**src/rtl/id_stage_pkg.sv**
```systemverilog
// id_stage_pkg
//   Shared constants and helpers for the MIPS instruction-decode stage:
//   datapath sizing, opcode/funct encodings, the branch-kind classifier,
//   and the unpacked view of an instruction word.
package id_stage_pkg;

   localparam int DATA_W_DEF = 32;
   localparam int NREG_DEF   = 32;

   // Opcode / funct encodings used by decode and branch resolution
   localparam logic [5:0] OP_RTYPE = 6'h00;
   localparam logic [5:0] OP_J     = 6'h02;
   localparam logic [5:0] OP_JAL   = 6'h03;
   localparam logic [5:0] OP_BEQ   = 6'h04;
   localparam logic [5:0] OP_BNE   = 6'h05;
   localparam logic [5:0] OP_ANDI  = 6'h0C;
   localparam logic [5:0] OP_ORI   = 6'h0D;
   localparam logic [5:0] OP_XORI  = 6'h0E;
   localparam logic [5:0] FN_JR    = 6'h08;

   typedef enum logic [2:0] {
      BR_NONE,
      BR_BEQ,
      BR_BNE,
      BR_JUMP,   // j and jal share the pseudo-direct target form
      BR_JR
   } br_kind_e;

   typedef struct packed {
      logic [5:0]  op;
      logic [4:0]  rs;
      logic [4:0]  rt;
      logic [4:0]  rd;
      logic [4:0]  shamt;
      logic [5:0]  funct;
   } ins_fields_t;

   function automatic ins_fields_t split_ins(input logic [31:0] ins);
      ins_fields_t f;
      f.op    = ins[31:26];
      f.rs    = ins[25:21];
      f.rt    = ins[20:16];
      f.rd    = ins[15:11];
      f.shamt = ins[10:6];
      f.funct = ins[5:0];
      return f;
   endfunction

   function automatic br_kind_e classify_br(input logic [5:0] op, input logic [5:0] funct);
      br_kind_e k;
      k = BR_NONE;
      case (op)
         OP_BEQ:          k = BR_BEQ;
         OP_BNE:          k = BR_BNE;
         OP_J, OP_JAL:    k = BR_JUMP;
         OP_RTYPE:        if (funct == FN_JR) k = BR_JR;
         default:         k = BR_NONE;
      endcase
      return k;
   endfunction

   // logical immediates are zero-extended, everything else sign-extended
   function automatic logic is_zext_op(input logic [5:0] op);
      return (op == OP_ANDI) || (op == OP_ORI) || (op == OP_XORI);
   endfunction

endpackage

```
**src/rtl/id_stage_reg_file.sv**
```systemverilog
// id_stage_reg_file
//   NREG x DATA_W register file, 2 combinational read ports, 1 write port.
//   Register 0 is hard-wired to zero. A write in the same cycle as a read of
//   the same register is forwarded to the reader (write-first bypass).
//   Synchronous active-high reset clears every entry.
// Ports
//   clk, rst        clock / sync reset
//   we, wa, wd      write enable, index, data
//   ra0, ra1        read indices
//   rd0, rd1        read data
module id_stage_reg_file
   import id_stage_pkg::*;
#(
   parameter int DATA_W = DATA_W_DEF,
   parameter int NREG   = NREG_DEF,
   localparam int AW    = $clog2(NREG)
) (
   input  logic              clk,
   input  logic              rst,
   input  logic              we,
   input  logic [AW-1:0]     wa,
   input  logic [DATA_W-1:0] wd,
   input  logic [AW-1:0]     ra0,
   input  logic [AW-1:0]     ra1,
   output logic [DATA_W-1:0] rd0,
   output logic [DATA_W-1:0] rd1
);

   logic [DATA_W-1:0] mem [NREG];

   always_ff @(posedge clk) begin
      if (rst) begin
         for (int i = 0; i < NREG; i++) mem[i] <= '0;
      end else if (we && (wa != '0)) begin
         mem[wa] <= wd;
      end
   end

   always_comb begin
      rd0 = '0;
      if (ra0 != '0) rd0 = (we && (wa == ra0)) ? wd : mem[ra0];
   end

   always_comb begin
      rd1 = '0;
      if (ra1 != '0) rd1 = (we && (wa == ra1)) ? wd : mem[ra1];
   end

endmodule

```
**src/rtl/id_stage.sv**
```systemverilog
// id_stage
//   Instruction-decode stage of the 5-stage MIPS pipeline. Holds the IF/ID
//   register and the register file, decodes fields, resolves beq/bne/j/jal/jr
//   and detects load-use / branch-operand hazards.
// Ports
//   CLK, RST                 clock / sync active-high reset
//   Ins, nextPC              fetched instruction and its PC+4
//   WB_WE, WB_Rd, WB_Data    register write-back
//   EX_MemRd, EX_RegWr, EX_Dst  state of the instruction currently in EX
//   Stall                    hold PC and IF/ID (combinational)
//   BrTaken, BrTarget        fetch redirect (combinational)
//   ID_Valid                 0 = bubble into EX
//   Op, Funct, Rs, Rt, Rd, Shamt, Imm   decoded fields
//   RsVal, RtVal             operand values (write-back bypassed)
//   PC4                      latched PC+4, used for the jal link
module id_stage
   import id_stage_pkg::*;
#(
   parameter int DATA_W = DATA_W_DEF,
   parameter int NREG   = NREG_DEF,
   localparam int AW    = $clog2(NREG)
) (
   input  logic              CLK,
   input  logic              RST,
   input  logic [31:0]       Ins,
   input  logic [DATA_W-1:0] nextPC,
   input  logic              WB_WE,
   input  logic [AW-1:0]     WB_Rd,
   input  logic [DATA_W-1:0] WB_Data,
   input  logic              EX_MemRd,
   input  logic              EX_RegWr,
   input  logic [AW-1:0]     EX_Dst,
   output logic              Stall,
   output logic              BrTaken,
   output logic [DATA_W-1:0] BrTarget,
   output logic              ID_Valid,
   output logic [5:0]        Op,
   output logic [5:0]        Funct,
   output logic [AW-1:0]     Rs,
   output logic [AW-1:0]     Rt,
   output logic [AW-1:0]     Rd,
   output logic [4:0]        Shamt,
   output logic [DATA_W-1:0] Imm,
   output logic [DATA_W-1:0] RsVal,
   output logic [DATA_W-1:0] RtVal,
   output logic [DATA_W-1:0] PC4
);

   // IF/ID pipeline register
   logic [31:0]       ir;
   logic [DATA_W-1:0] pc4;
   logic              vld;

   ins_fields_t       f;
   br_kind_e          kind;
   logic [DATA_W-1:0] rs_val, rt_val;
   logic [DATA_W-1:0] imm;
   logic [DATA_W-1:0] br_off;
   logic [DATA_W-1:0] target;
   logic              cond;
   logic              load_use, br_src_hit, br_hz;
   logic              stall, taken;

   always_ff @(posedge CLK) begin
      if (RST) begin
         ir  <= '0;
         pc4 <= '0;
         vld <= 1'b0;
      end else if (taken) begin
         // no delay slot: the instruction fetched behind a taken branch dies
         ir  <= '0;
         vld <= 1'b0;
      end else if (!stall) begin
         ir  <= Ins;
         pc4 <= nextPC;
         vld <= 1'b1;
      end
   end

   assign f    = split_ins(ir);
   assign kind = classify_br(f.op, f.funct);

   id_stage_reg_file #(.DATA_W(DATA_W), .NREG(NREG)) u_rf (
      .clk (CLK),
      .rst (RST),
      .we  (WB_WE),
      .wa  (WB_Rd),
      .wd  (WB_Data),
      .ra0 (f.rs),
      .ra1 (f.rt),
      .rd0 (rs_val),
      .rd1 (rt_val)
   );

   assign imm    = is_zext_op(f.op) ? {{(DATA_W-16){1'b0}}, ir[15:0]}
                                    : {{(DATA_W-16){ir[15]}}, ir[15:0]};
   assign br_off = {{(DATA_W-18){ir[15]}}, ir[15:0], 2'b00};

   // Hazards. Load-use compares both fields regardless of format; the
   // branch-operand check only covers registers the branch actually reads.
   assign load_use = EX_MemRd && (EX_Dst != '0) && ((EX_Dst == f.rs) || (EX_Dst == f.rt));

   always_comb begin
      br_src_hit = 1'b0;
      case (kind)
         BR_BEQ, BR_BNE: br_src_hit = (EX_Dst == f.rs) || (EX_Dst == f.rt);
         BR_JR:          br_src_hit = (EX_Dst == f.rs);
         default:        br_src_hit = 1'b0;
      endcase
   end

   assign br_hz = EX_RegWr && (EX_Dst != '0) && br_src_hit;
   assign stall = vld && (load_use || br_hz);

   always_comb begin
      cond   = 1'b0;
      target = pc4;
      case (kind)
         BR_BEQ:  begin cond = (rs_val == rt_val); target = pc4 + br_off; end
         BR_BNE:  begin cond = (rs_val != rt_val); target = pc4 + br_off; end
         BR_JUMP: begin cond = 1'b1; target = {pc4[DATA_W-1 -: 4], ir[25:0], 2'b00}; end
         BR_JR:   begin cond = 1'b1; target = rs_val; end
         default: begin cond = 1'b0; target = pc4; end
      endcase
   end

   // a stalled branch must not redirect: its operands are not final yet
   assign taken = vld && !stall && cond;

   // Everything is forced to zero while RST is high so the reset cycle
   // presents a clean bubble even though ir still holds the old instruction.
   always_comb begin
      Stall    = 1'b0;
      BrTaken  = 1'b0;
      BrTarget = '0;
      ID_Valid = 1'b0;
      Op       = '0;
      Funct    = '0;
      Rs       = '0;
      Rt       = '0;
      Rd       = '0;
      Shamt    = '0;
      Imm      = '0;
      RsVal    = '0;
      RtVal    = '0;
      PC4      = '0;
      if (!RST) begin
         Stall    = stall;
         BrTaken  = taken;
         BrTarget = taken ? target : pc4;
         ID_Valid = vld && !stall;
         Op       = f.op;
         Funct    = f.funct;
         Rs       = f.rs;
         Rt       = f.rt;
         Rd       = f.rd;
         Shamt    = f.shamt;
         Imm      = imm;
         RsVal    = rs_val;
         RtVal    = rt_val;
         PC4      = pc4;
      end
   end

endmodule

```
**config.mk**
```make
export PLATFORM = sky130hd
export DESIGN_NAME = id_stage
export DESIGN_NICKNAME = d
export VERILOG_FILES = /design/src/rtl/id_stage_pkg.sv /design/src/rtl/id_stage_reg_file.sv /design/src/rtl/id_stage.sv
export SDC_FILE = /design/constraint.sdc
export NUM_CORES = 2
export LEC_CHECK = 0
export BUFFER_PORTS_ARGS = -buffer_cell sky130_fd_sc_hd__buf_2
export CORE_MARGIN = 8
export CORE_UTILIZATION = 25
export DETAILED_ROUTE_END_ITERATION = 16
export SYNTH_ARGS = -nofsm -noshare
export SYNTH_HDL_FRONTEND = slang
export SYNTH_SLANG_ARGS = --single-unit
```
**constraint.sdc**
```tcl
create_clock -name CLK -period 7.32 [get_ports CLK]
set_clock_uncertainty 0.05 [all_clocks]
set_input_delay 1.464 -clock CLK [delete_from_list [all_inputs] [get_ports CLK]]
set_output_delay 1.464 -clock CLK [all_outputs]
set_load 0.02 [all_outputs]
```
==> flow_summary.toml <==
[floorplanning]
rows = 183
die_h_um = 516
io_pins = 306
core_area_um2 = 249000
die_area_um2 = 266000
dieWidth_um = 516
start_util_pct = 25.1

[clock_network]
cts_tree = "done"
holdBufCountCts = 0
path_clk_slew_ns = 0.06
htreeDepth = 3
max-clock-path-buffers = 3
cts_root_buf = "clkbuf_16"
clk_latency_ns = 0.76
cts.sink_count = 1099
numCtsBuffers = 119

[drt]
detail_route.first_pass.iterations = 6
drt_iter0_drc = 7065
route.detailed.drc = 0
avgRoutedWirePerCell_um = 31.6
final_antenna_net_count = 0
viasPerCell = 5.51
num_vias = 45300
wl_mm = 260

[power]
p_int_mw = 11.9
peakVddDrop_mv = 0.208
p_clk_share_pct = 36.4
power-per-cell-area_nw_per_um2 = 231
combPwrFrac_pct = 18.8
swShare_pct = 28.9
power.switching_mw = 4.81
p_seq_share_pct = 44.7
p_leak_nw = 24.8

[synthesis]
synth_compound_area_share_pct = 5.61
synth_adder_area_share_pct = 0.613
synth_xor_area_share_pct = 0.939
synth_edf_count = 1024
synth.yosys.seq_area_share_pct = 51.6
synth.area.top_cells = "edfxtp_1 (49%), mux4_2 (19%), and2_1 (8.0%)"
synth_seq_cells = 1099
synth_top_family_by_area = "multiplexers"
yosys.area.top_type = "edfxtp_1"
synthMuxAreaShare_pct = 22.2
synth-async-reset-ratio_pct = 0
netlist.area_leader.share_pct = 49.2
syn_inst = 4547
ys_warn_count = 0
synth_cell_types = 87
synth.avg_cell_area_um2 = 13.7
synth_ff_type = "edfxtp_1"
syn_area_um2 = 62500
synthSimpleGateAreaFrac_pct = 14.6

[worst_setup_path]
ff2ff_path_depth = 17
start_kind = "flip-flop"
crit_arrival_ns = 5.82
setup.worst_path.end_class = "output pin"
cp_max_fo = 51
required_ns = 5.81
r2r_end = "f[10]"
crit_type = "reg2out"
rrSetupSlack_ns = 1.66

[grt]
grt_max_degree = 146
grt_pass1_vias = 44000
antenna_found_initial = 49
grt_overflow = 0
grt_pass1_wl_mm = 353
gr-usage-all-layers_pct = 18.6

[hold_path]
min_from = "f[31]"
holdCritPathClass = "reg2reg"
hold_end = "f[31]"
whs_path_depth = 2

[final_layout]
nets = 4934
area_growth_pct = 15.7
layout.cells.non_filler = 8235
drive_gt1_share_pct = 29.6
fillers = 25000

[placement]
placedCellCount = 7993
place_congestion = 0.955
hpwl_mm = 173
portBuffers = 305
place_worst_setup_slack_ns = 0.247

[sta]
drv_slew = 0
fin_setup_tns_ns = -0.0140
hold_viol = 0
rsz0062_at_grt = "no"
fin_worst_hold_slack_ns = 0.511
fin_crit_ns = 7.33
max_freq_mhz = 136
max_slew_margin_pct = 8.32
worstMarginPinSlew_ns = 1.36
finalSetupViolations = 1
period_share_pct = 100
worst_slack_ns = -0.0140

[outcome]
outcome = "finished, violations left"
violations = "setup timing"

[run]
drv_cap = 0
==> synth_stat cells, types with 41 or more instances <==
| cell type | number |
|---|---|
| a21oi_1 | 79 |
| a221oi_1 | 41 |
| a22oi_1 | 83 |
| and2_1 | 801 |
| buf_2 | 66 |
| buf_4 | 54 |
| clkbuf_1 | 292 |
| dfxtp_1 | 75 |
| edfxtp_1 | 1024 |
| inv_1 | 54 |
| mux2i_1 | 178 |
| mux4_2 | 522 |
| nand2_1 | 90 |
| nor2_1 | 161 |
| nor2b_1 | 85 |
| nor3_1 | 245 |
| o21ai_0 | 88 |
| xnor2_1 | 49 |
==> worst max-delay path by stage <==
stage | from | endpoint | cells past startpoint | slack, ns
6_report | flip-flop | BrTarget[18] | 16 | -0.01
5_1_grt | flip-flop | BrTarget[18] | 15 | 0.01
4_1_cts | flip-flop | BrTarget[29] | 16 | 0.04
3_5_place_dp | WB_Rd[3] | BrTarget[29] | 14 | 0.25
3_3_place_gp | WB_Rd[3] | BrTarget[29] | 14 | 0.33
2_1_floorplan | WB_Rd[3] | BrTarget[20] | 18 | 0.79
==> flip-flops by register name, indices dropped and copies added, names as in the netlist, named ones only <==
register and count:
vld 1, pc4 32, f 32, u_rf.mem 1024
==> through the flow <==
| step | total power [mW] | instance area [µm²] | util, % |
|---|---|---|---|
| global placement | 10.6 | 68300 | 27.5 |
| finish | 16.7 | 72300 | 29.1 |
| CTS | 16.6 | 72200 | 29.0 |
| detailed placement | 10.6 | 68300 | 27.5 |
| floorplan | 9.32 | 62600 | - |
| global route | 17.0 | 72300 | 29.1 |
==> cell type report <==
class / instances / area, µm² / area share [%]
clock inverter: 52 / 455 / 0.630
timing repair buffer: 589 / 4070 / 5.62
clock buffer: 168 / 3380 / 4.67
antenna: 13 / 32.5 / 0.0450
multi-input combinational: 2927 / 27700 / 38.4
sequential: 1099 / 32300 / 44.6
inverter: 57 / 216 / 0.299
tap: 3330 / 4170 / 5.76
==> critical path, stage by stage (launching register included) <==
cell,delay [ns]
dfxtp_4,0.70
buf_12,0.39
mux4_2,0.28
mux2i_1,0.14
mux4_2,0.55
a211oi_1,0.40
xnor2_1,0.17
nand4_1,0.28
nor4_1,0.31
buf_4,0.21
o2111a_1,0.29
nand4_1,0.17
nand3b_4,0.23
buf_4,0.27
nor2_1,0.07
a311oi_1,0.29
buf_2,0.22
==> logic make-up (layout without fill, tap and decap cells) <==
kind of cell,Yosys count,after routing
compound gates,495,495
xor+xnor,67,67
fa+ha+maj,30,30
buf+inv,552,866
flops,1099,1099
mux,727,727
other cells,1,45
simple gates,1576,1576
==> placed cells by master (no fill, tap or decap), drive strengths merged, types with 32 or more instances in the layout <==
cell,synthesis,routed
a21oi,79,79
a221oi,47,47
a22oi,83,83
and2,801,801
buf,203,589
clkbuf,292,168
clkinv,1,40
conb,1,32
dfxtp,75,75
edfxtp,1024,1024
inv,56,61
mux2i,178,178
mux4,522,522
nand2,90,90
nor2,190,190
nor2b,85,85
nor3,245,245
o21ai,92,92
or2,41,41
xnor2,49,49
==> layer usage <==
layer	vias to the layer above	wire length, µm	GRT usage (%)
met5	-	205	0
li1	17900	-	-
met1	23200	95000	23.8
met2	3487	114000	28.5
met4	30	17600	9.98
met3	747	33200	5.24
==> power by group through the flow <==
stage                     sequential (mW)  clock (mW)  combinational (mW)
after global routing                 7.49        6.32                3.22
after floorplan                      7.45           0                1.87
final                                7.46        6.08                3.14
after global placement               7.55           0                3.04
after CTS                            7.45        6.10                3.07
after detailed placement             7.58           0                3.06
==> timing repair <==
action | in CTS | in global routing
setup buffers | 0 | 9
resized for setup | 1 | 8
setup endpoints to repair | 3 | 31
pin swaps | 0 | 0
Note: power is estimated with default switching activity, not from simulation.
